--- config.mk ---
export PLATFORM = sky130hd
export DESIGN_NAME = wash_cycle_ctrl
export DESIGN_NICKNAME = d
export VERILOG_FILES = /design/src/rtl/wash_cycle_ctrl.sv
export SDC_FILE = /design/constraint.sdc
export NUM_CORES = 1
export LEC_CHECK = 0
export CAP_MARGIN = 25
export CORE_MARGIN = 4
export CORE_UTILIZATION = 30
export DETAILED_ROUTE_END_ITERATION = 10
export SKIP_CTS_REPAIR_TIMING = 1
export SYNTH_ARGS = -nofsm -noshare
export SYNTH_HDL_FRONTEND = slang
export SYNTH_SLANG_ARGS = --single-unit
--- constraint.sdc ---
create_clock -name Clk -period 1.8 [get_ports Clk]
set_input_delay 0.36 -clock Clk [delete_from_list [all_inputs] [get_ports Clk]]
set_output_delay 0.36 -clock Clk [all_outputs]
set_load 0.02 [all_outputs]
--- src/rtl/wash_cycle_ctrl.sv ---
// Washing-machine cycle sequencer: FILLING -> WASHING -> RINSING [-> WASHING -> RINSING] -> SPINNING.
// Each phase is timed by a prescaler plus a seconds counter; the lid freezes timing and Cancel aborts.
module wash_cycle_ctrl #(
  parameter int CYC_PER_SEC = 8,
  parameter int FILL_SEC    = 2,
  parameter int WASH_SEC    = 5,
  parameter int RINSE_SEC   = 2,
  parameter int SPIN_SEC    = 1
) (
  input  logic       Clk,
  input  logic       RST,
  input  logic       Coin_In,
  input  logic       Double_Wash,
  input  logic       Lid_Open,
  input  logic       Cancel,
  output logic [2:0] State,
  output logic       Busy,
  output logic       Water_Valve,
  output logic       Motor_En,
  output logic       Wash_Done
);

  localparam int MAX_FW  = (FILL_SEC > WASH_SEC) ? FILL_SEC : WASH_SEC;
  localparam int MAX_RS  = (RINSE_SEC > SPIN_SEC) ? RINSE_SEC : SPIN_SEC;
  localparam int MAX_SEC = (MAX_FW > MAX_RS) ? MAX_FW : MAX_RS;
  localparam int SEC_W   = (MAX_SEC > 1) ? $clog2(MAX_SEC + 1) : 1;
  localparam int PRE_W   = (CYC_PER_SEC > 1) ? $clog2(CYC_PER_SEC) : 1;

  localparam logic [PRE_W-1:0] PRE_LAST   = PRE_W'(CYC_PER_SEC - 1);
  localparam logic [SEC_W-1:0] FILL_LAST  = SEC_W'(FILL_SEC - 1);
  localparam logic [SEC_W-1:0] WASH_LAST  = SEC_W'(WASH_SEC - 1);
  localparam logic [SEC_W-1:0] RINSE_LAST = SEC_W'(RINSE_SEC - 1);
  localparam logic [SEC_W-1:0] SPIN_LAST  = SEC_W'(SPIN_SEC - 1);

  typedef enum logic [2:0] {
    S_IDLE  = 3'd0,
    S_FILL  = 3'd1,
    S_WASH  = 3'd2,
    S_RINSE = 3'd3,
    S_SPIN  = 3'd4
  } state_t;

  state_t           state_q, state_d;
  logic [PRE_W-1:0] pre_q, pre_d;
  logic [SEC_W-1:0] sec_q, sec_d;
  logic             pass_q, pass_d;
  logic             done_q, done_d;
  logic [SEC_W-1:0] sec_last;
  logic             at_end;

  always_comb begin
    state_d  = state_q;
    pre_d    = pre_q;
    sec_d    = sec_q;
    pass_d   = pass_q;
    done_d   = 1'b0;
    sec_last = '0;

    case (state_q)
      S_FILL:  sec_last = FILL_LAST;
      S_WASH:  sec_last = WASH_LAST;
      S_RINSE: sec_last = RINSE_LAST;
      S_SPIN:  sec_last = SPIN_LAST;
      default: sec_last = '0;
    endcase

    at_end = (pre_q == PRE_LAST) && (sec_q == sec_last) && !Lid_Open;

    if (!Lid_Open) begin
      if (pre_q == PRE_LAST) begin
        pre_d = '0;
        sec_d = sec_q + 1'b1;
      end else begin
        pre_d = pre_q + 1'b1;
      end
    end

    case (state_q)
      S_IDLE: begin
        pre_d = '0;
        sec_d = '0;
        if (Coin_In && !Cancel) begin
          state_d = S_FILL;
          pass_d  = Double_Wash;
        end
      end
      S_FILL:  if (at_end) state_d = S_WASH;
      S_WASH:  if (at_end) state_d = S_RINSE;
      S_RINSE: begin
        if (at_end) begin
          if (pass_q) begin
            state_d = S_WASH;
            pass_d  = 1'b0;
          end else begin
            state_d = S_SPIN;
          end
        end
      end
      S_SPIN: begin
        if (at_end) begin
          state_d = S_IDLE;
          done_d  = 1'b1;
        end
      end
      default: begin
        state_d = S_IDLE;
        pass_d  = 1'b0;
      end
    endcase

    // Cancel wins over expiry and over the lid pause
    if (Cancel && (state_q != S_IDLE)) begin
      state_d = S_IDLE;
      pass_d  = 1'b0;
      done_d  = 1'b0;
    end

    if (state_d != state_q) begin
      pre_d = '0;
      sec_d = '0;
    end
  end

  always_ff @(posedge Clk or posedge RST) begin
    if (RST) begin
      state_q <= S_IDLE;
      pre_q   <= '0;
      sec_q   <= '0;
      pass_q  <= 1'b0;
      done_q  <= 1'b0;
    end else begin
      state_q <= state_d;
      pre_q   <= pre_d;
      sec_q   <= sec_d;
      pass_q  <= pass_d;
      done_q  <= done_d;
    end
  end

  assign State       = state_q;
  assign Busy        = (state_q != S_IDLE);
  assign Water_Valve = (state_q == S_FILL);
  assign Motor_En    = ((state_q == S_WASH) || (state_q == S_RINSE) || (state_q == S_SPIN))
                       && !Lid_Open;
  assign Wash_Done   = done_q;

endmodule

=== After elaboration in Yosys (flattened, before gate mapping) ===
Cells that the tools add are included.

* Add/subtract/negate cells: 2
* Equal/unequal tests: 11
* Reduce and logical (&&, ||, !) cells: 16
* Multiplexer cells: 24

{| class="wikitable"
|+ Operators by type and width
! kind !! count
|-
| 3-bit two-way mux || 15
|-
| 3-bit one-hot mux with 5 select lines || 1
|-
| 3-bit by 1-bit adder with 3-bit output (second input constant) || 2
|-
| 3-bit by 2-bit equality test with 1-bit output (second input constant) || 2
|-
| 3-bit equality test (second input constant) || 2
|-
| 1-bit two-way mux || 6
|-
| 3-bit != test (second input constant) || 2
|-
| 3-bit one-hot mux with 2 select lines || 1
|-
| 3-bit nonzero test || 2
|-
| 1-bit logical AND || 5
|-
| 3-bit by 1-bit equality test with 1-bit output (second input constant) || 1
|-
| 3-bit equality test || 1
|-
| 3-bit zero test || 1
|-
| 3-bit by 1-bit != test with 1-bit output (second input constant) || 1
|-
| 3-bit != test || 1
|-
| 1-bit one-hot mux with 3 select lines || 1
|-
| 3-bit AND reduction || 1
|-
| 3-bit OR reduction || 1
|-
| 1-bit zero test || 2
|-
| 1-bit logical OR || 2
|-
| 2-bit by 1-bit != test with 1-bit output (second input constant) || 1
|-
| 2-bit AND reduction || 1
|-
| 2-bit OR reduction || 1
|}

* Output and inout bits: 7
* Register bits after elaboration: 11
* Bits of input ports: 6

=== Longest topological paths before layout ===
Gate-level depths: netlist of run 1.

* Word-level depth: 12
* Depth in mapped cells: 6
* Depth with buffers taken out: 6

=== Worst setup path after synthesis of run 1 ===
OpenSTA, ideal clock, no wires.

* Path type: reg2reg
* Start: register pre_q[0]
* End: register state_q[0] (netlist: State[0])
* Arrival time: 1.468 ns
* Path buffers: 0
* Cell stages (with the launch flop): 7
* Path slack: 0.206 ns
* Clock period less this slack: 1.594 ns
* Cells stage by stage: dfrtp_1 -> ha_1 -> ha_1 -> and2b_2 -> nand2b_4 -> nor3_1 -> o311a_1

* Cells in the longest elaborated chain, start to end: 6

{| class="wikitable"
|+ RTL lines
! element !! RTL line !! text
|-
| start, declared || 44 || <nowiki>logic [PRE_W-1:0] pre_q, pre_d;</nowiki>
|-
| start signal, assigned || 133 || <nowiki>pre_q <= pre_d;</nowiki>
|-
| 3-bit equality test * || 67 || <nowiki>at_end = (pre_q == PRE_LAST) && (sec_q == sec_last) && !Lid_Open;</nowiki>
|-
| 1-bit logical AND * (2 in a row) || 67 ||
|-
| 3-bit two-way mux, on equally long branches || -- ||
|-
| 3-bit one-hot mux with 5 select lines * || 78 || <nowiki>case (state_q)</nowiki>
|-
| 3-bit two-way mux * || 112 || <nowiki>if (Cancel && (state_q != S_IDLE)) begin</nowiki>
|-
| named net state_d[0] || 43 || <nowiki>state_t state_q, state_d;</nowiki>
|-
| end signal, assigned || 132 || <nowiki>state_q <= state_d;</nowiki>
|-
| end, declared || 43 ||
|}

The timed path passes the listed nets; every way through them passes the cells marked *.
A chain may end at the register's enable or synchronous reset.

=== Worst setup path in the final report of run 1 ===
* Start: register state_q[1] (netlist: State[1])
* End: output port Busy

* Cells in the longest elaborated chain, start to end: 1

{| class="wikitable"
|+ RTL lines
! element !! RTL line !! text
|-
| 3-bit nonzero test || 141 || <nowiki>assign Busy = (state_q != S_IDLE);</nowiki>
|-
| end, declared || 17 || <nowiki>output logic Busy,</nowiki>
|}

No other way between the ends.

==> results.py, run 1 <==
metrics = {
    "final_layout": {
        "multi_input_area_sq_um": 425,
        "nets": 107,
        "seq_area_sq_um": 277,
        "diodes": 0,
        "drive_gt1_share_pct": 26.8,
        "fill_cells": 222,
        "post-route-util_pct": 44.1,
        "areaGrowthSynthToFinish_pct": 36.3,
    },
    "pwr": {
        "combPwrFrac_pct": 17.2,
        "clockPowerShare_pct": 32.7,
        "seqPwrFrac_pct": 50.1,
        "net-switching-power_w": 0.000132,
        "peakVddDrop_v": 0.000385,
        "switching_share_pct": 25.9,
        "power_w": 0.000511,
        "power_density_nw_per_um2": 508,
        "p_int_w": 0.000379,
        "p_leak_nw": 0.550,
    },
    "setup_path": {
        "cpPeakStageDelay_ns": 0.41,
        "cpMaxStageDelayCell": "dfrtp_1",
        "reg2reg_setup_slack_ns": 0.11,
        "cp-end-kind": "output pin",
        "crit_chain": "buf_4, or3_1, dlymetal6s2s_1",
        "arrival_ns": 1.35,
        "critPathMaxFanout": 3,
        "worstSetupPathType": "reg -> out",
        "start_kind": "register",
        "r2r_start": "pre_q[0]",
        "worst-path-buf-inv": 2,
        "path_delay_family": "flip-flops",
        "rr_worst_depth": 6,
        "worstPathRequired_ns": 1.44,
        "timing.rr.end": "State[0]",
    },
    "logic_synthesis": {
        "async_flop_share_pct": 100,
        "yosys_warnings": 0,
        "synth.most_common_cell": "nor2_1",
        "synth_area_leaders": "dfrtp_1 37%, nor2_1 6.1%, mux2i_1 5.4%",
        "netlist_area_sq_um": 737,
        "syn_area_per_cell_sq_um": 10.2,
        "synth_edf_count": 0,
        "synth_top_cell_by_area": "dfrtp_1",
        "synth_seq_cells": 11,
        "yosysTopAreaCellShare_pct": 37.4,
        "synth_cell_types": 33,
        "synthesis.instances": 72,
        "ys_seq_area_share_pct": 37.4,
        "synth_fp_nets": 81,
        "netlist_top_cells_count": "12 x nor2_1, 11 x dfrtp_1, 4 x mux2i_1, 4 x nor3_1",
        "synth_top_flop_cell": "dfrtp_1",
    },
    "clock_tree": {
        "htree_levels": 1,
        "cts_tree": "built",
        "clock_path_buffers": 2,
        "cts_buffers": 3,
        "clock_sink_count": 11,
        "worstSkewPairLatency_ns": 0.27,
        "clk_transition_reported_paths_ns": 0.07,
        "cts-root-buf": "clkbuf_4",
    },
    "detailed_routing": {
        "wl_microns": 1600,
        "drtAntennaViolNets": 0,
        "vias": 584,
        "drt-initial-drc-count": 6,
        "drcViolationCount": 0,
        "vias_per_cell": 4.67,
        "wire_per_inst_microns": 12.8,
        "dr.pass1.iters": 4,
    },
    "sta": {
        "fin_hold_ws_ns": 0.375,
        "setup_viol": 0,
        "rsz0062_at_grt": "false",
        "relSlewSlack_pct": 72.4,
        "worst_slack_ns": 0.0858,
        "finClkSkew_ns": 0.00507,
        "slew_viol_final": 0,
        "hold_viol": 0,
        "clock.fmax_mhz": 583,
        "period_share_pct": 95.2,
        "fin_crit_ns": 1.71,
        "worst_slew_pin_slew_ns": 0.414,
    },
    "floorplan": {
        "die_area_sq_um": 3310,
        "die_w_microns": 57.6,
        "io_pins": 13,
        "rows": 17,
        "die-height_microns": 57.6,
        "initial_core_util_pct": 32.4,
        "coreArea_sq_um": 2280,
    },
    "global_route": {
        "first_global_vias": 618,
        "grt-ovfl-total": 0,
        "grt_pass1_wl_microns": 2750,
        "grt_start_max_net_pins": 12,
        "antenna_found_initial": 0,
        "track_usage_pct": 10.9,
    },
    "placement": {
        "portBuffers": 12,
        "dp_hpwl_microns": 1210,
        "routabilityCongestion": 0.836,
        "pre_cts_slack_ns": -0.108,
    },
    "run_status": {
        "outcome": "finished, final reports clean",
    },
    "run": {
        "max_cap_viol_count": 0,
    },
    "worst_hold_path": {
        "hp-class": "in -> async",
    },
}
[metrics by stage]
stage / cells / setup TNS (ns) / area [sq um]
floorplan: 72 / 0 / 737
global placement: 121 / -0.752 / 961
detailed placement: 121 / -0.745 / 961
CTS: 125 / -0.935 / 988
global route: 125 / 0 / 1000
finish: 125 / 0 / 1000
[registers in the layout, summed over array words and instances, names as in the netlist]
signal / cells
sec_q: 3
pass_q: 1
pre_q: 3
Wash_Done: 1
State: 3
[metal layers]
metal	global-route usage [%]	vias up	routed length, microns	part of all wire [%]
met2	18.9	10	762	48
met3	2.94	2	78	4.9
li1	-	301	-	-
met5	0	-	0	0
met1	12.0	271	752	47
met4	5.96	0	10	0.62
[area by class of cell]
| cell class | instances | area share [%] |
|---|---|---|
| multi-input combinational | 55 | 42.3 |
| sequential | 11 | 27.5 |
| timing repair buffer | 25 | 23.2 |
| tap | 28 | 3.49 |
| clock buffer | 3 | 2.24 |
| inverter | 2 | 0.747 |
| clock inverter | 1 | 0.498 |
[worst reg2reg max path: cells and delay by family, from the launching register on]
kind / cells / cell delay, ns
fa+ha+maj: 2 / 0.43
simple gates: 3 / 0.40
compound gates: 1 / 0.34
flops: 1 / 0.40
[cells by family (layout without fill, tap and decap cells)]
kind of cell             count (synthesis)  after routing  synth area share [%]
XOR/XNOR                                 7              7                  10.4
AND/OR/NAND/NOR                         31             31                  23.6
AO/OA/AOI/OAI                           10             10                  13.2
flip-flops                              11             11                  37.4
multiplexers                             4              4                  5.43
adder cells (fa/ha/maj)                  3              3                  5.09
buffers and inverters                    6             31                  4.92
[worst max-delay path by stage]
stage               startpoint  endpoint  depth (start not counted)
finish                State[1]      Busy                          3
global route          pre_q[0]  State[2]                          6
CTS                   State[1]  Motor_En                          4
detailed placement    Lid_Open  pre_q[0]                          6
global placement      Lid_Open  sec_q[2]                          6
floorplan             pre_q[0]  State[0]                          6
[cells in the final DEF, fill, tap and decap left out, types with 3 or more instances in the layout]
| cell | instances |
|---|---|
| buf_4 | 13 |
| nor3_1 | 4 |
| mux2i_1 | 4 |
| nor2_1 | 12 |
| dfrtp_1 | 10 |
| dlymetal6s2s_1 | 6 |
| xor2_1 | 3 |
| ha_1 | 3 |
| nand2_1 | 3 |
| a21oi_1 | 3 |
| clkbuf_4 | 3 |
| clkdlybuf4s50_1 | 6 |
[power by group through the flow]
| stage | Sequential [W] | Clock, W | Combinational, W |
|---|---|---|---|
| 6_report | 0.000256 | 0.000167 | 0.0000879 |
| 5_1_grt | 0.000256 | 0.000195 | 0.0000958 |
| 2_1_floorplan | 0.000264 | 0 | 0.0000450 |
| 3_5_place_dp | 0.000261 | 0 | 0.0000894 |
| 3_3_place_gp | 0.000260 | 0 | 0.0000881 |
| 4_1_cts | 0.000256 | 0.000176 | 0.0000901 |
Power figures use the tool's default switching activity.
==> run 2, diff against run 1 <==
Settings changed: CELL_PAD_IN_SITES_DETAIL_PLACEMENT set to 1, CELL_PAD_IN_SITES_GLOBAL_PLACEMENT set to 2, CTS_CLUSTER_SIZE set to 16, PLACE_DENSITY_LB_ADDON set to 0.1.
==> results.py, run 2 (synthesized netlist as in run 1, its figures left out) <==
metrics = {
    "placement": {
        "pre_cts_slack_ns": -0.127,
        "routabilityCongestion": 0.748,
        "portBuffers": 12,
        "dp_hpwl_microns": 1250,
    },
    "clock_tree": {
        "cts_buffers": 3,
        "clock_path_buffers": 2,
        "cts_tree": "built",
        "clk_transition_reported_paths_ns": 0.08,
        "cts-root-buf": "clkbuf_4",
        "clock_sink_count": 11,
        "htree_levels": 1,
        "worstSkewPairLatency_ns": 0.26,
    },
    "floorplan": {
        "io_pins": 13,
        "die_w_microns": 57.6,
        "coreArea_sq_um": 2280,
        "die_area_sq_um": 3310,
        "initial_core_util_pct": 32.4,
        "rows": 17,
        "die-height_microns": 57.6,
    },
    "final_layout": {
        "areaGrowthSynthToFinish_pct": 30.6,
        "multi_input_area_sq_um": 425,
        "diodes": 0,
        "mostFrequentLayoutCells": "12 x nor2_1, 11 x dfrtp_1, 8 x buf_4",
        "drive_gt1_share_pct": 20.7,
        "nets": 102,
        "seq_area_sq_um": 275,
        "layout.cells.most_common": "nor2_1",
        "fill_cells": 262,
        "post-route-util_pct": 42.3,
    },
    "run_status": {
        "outcome": "finished, final reports clean",
    },
    "pwr": {
        "p_leak_nw": 0.505,
        "peakVddDrop_v": 0.000268,
        "power_density_nw_per_um2": 528,
    },
    "setup_path": {
        "reg2reg_setup_slack_ns": 0.14,
        "cpMaxStageDelayCell": "dfrtp_1",
        "worstSetupPathType": "reg -> reg",
        "critPathMaxFanout": 4,
        "start_kind": "register",
        "crit_chain": "ha_1, ha_1, and2b_2, nand2b_4, nor3_1, o311a_1",
        "cp-end-kind": "register",
        "worstPathRequired_ns": 1.95,
        "path_delay_family": "adder cells",
        "worst-path-buf-inv": 0,
        "cpPeakStageDelay_ns": 0.39,
        "arrival_ns": 1.81,
        "critical_path.most_common_cell": "ha_1",
    },
    "worst_hold_path": {
        "hp-class": "in -> async",
    },
    "detailed_routing": {
        "wire_per_inst_microns": 13.6,
        "vias": 584,
        "drt-initial-drc-count": 7,
        "vias_per_cell": 4.87,
        "dr.pass1.iters": 3,
        "wl_microns": 1630,
        "drtAntennaViolNets": 0,
        "drcViolationCount": 0,
    },
    "global_route": {
        "grt-ovfl-total": 0,
        "grt_pass1_wl_microns": 2960,
        "track_usage_pct": 11.4,
        "first_global_vias": 607,
        "antenna_found_initial": 0,
        "grt_start_max_net_pins": 12,
    },
    "sta": {
        "setup_viol": 0,
        "period_share_pct": 92.3,
        "finClkSkew_ns": 0.00657,
        "relSlewSlack_pct": 69.9,
        "rsz0062_at_grt": "false",
        "clock.fmax_mhz": 602,
        "slew_viol_final": 0,
        "fin_crit_ns": 1.66,
        "worst_slew_pin_slew_ns": 0.452,
        "hold_viol": 0,
        "worst_slack_ns": 0.139,
    },
    "run": {
        "max_cap_viol_count": 0,
    },
}
[run 2: per-layer routing]
metal	wire length [microns]	GRT usage (%)	share of wire, %
met5	0	0	0
met4	12	3.97	0.74
met3	78	2.49	4.8
met2	675	15.5	41
met1	863	17.5	53
[run 2: path summary, 6_finish.rpt]
check	start	end	cells after the start
hold / removal	RST	Wash_Done	2
hold reg to reg	pass_q	pass_q	2
setup reg to reg	pre_q[0]	State[0]	6
setup / recovery	pre_q[0]	State[0]	6
max in group asynchronous	RST	pre_q[1]	2
min in group Clk	pass_q	pass_q	2
[run 2: area by class of cell]
type	instances	area share, %
sequential	11	28.6
clock buffer	4	2.73
multi-input combinational	55	44.2
inverter	2	0.780
timing repair buffer	20	20.0
tap	28	3.64
[run 2: worst register-to-register path, delay by kind of cell (launching register included)]
family / cells / cell delay (ns)
AOI/OAI and AO/OA: 1 / 0.33
adders and majority gates: 2 / 0.42
and+or+nand+nor: 3 / 0.40
DFF: 1 / 0.39
[run 2: per-stage QoR]
stage | power (W) | instance area (sq um) | hold slack (ns) | cells | TNS, ns
global placement | 0.000346 | 923 | 0.523 | 116 | -0.141
finish | 0.000508 | 962 | 0.395 | 120 | 0
detailed placement | 0.000347 | 923 | 0.533 | 116 | -0.494
CTS | 0.000518 | 950 | 0.415 | 120 | -0.788
global route | 0.000537 | 962 | 0.433 | 120 | 0
floorplan | 0.000309 | 737 | 0.212 | 72 | 0
[run 2: power breakdown]
part / switching [W] / total (W) / internal [W]
Sequential: 0.00000434 / 0.000257 / 0.000253
Clock: 0.0000827 / 0.000168 / 0.0000855
Combinational: 0.0000418 / 0.0000824 / 0.0000405
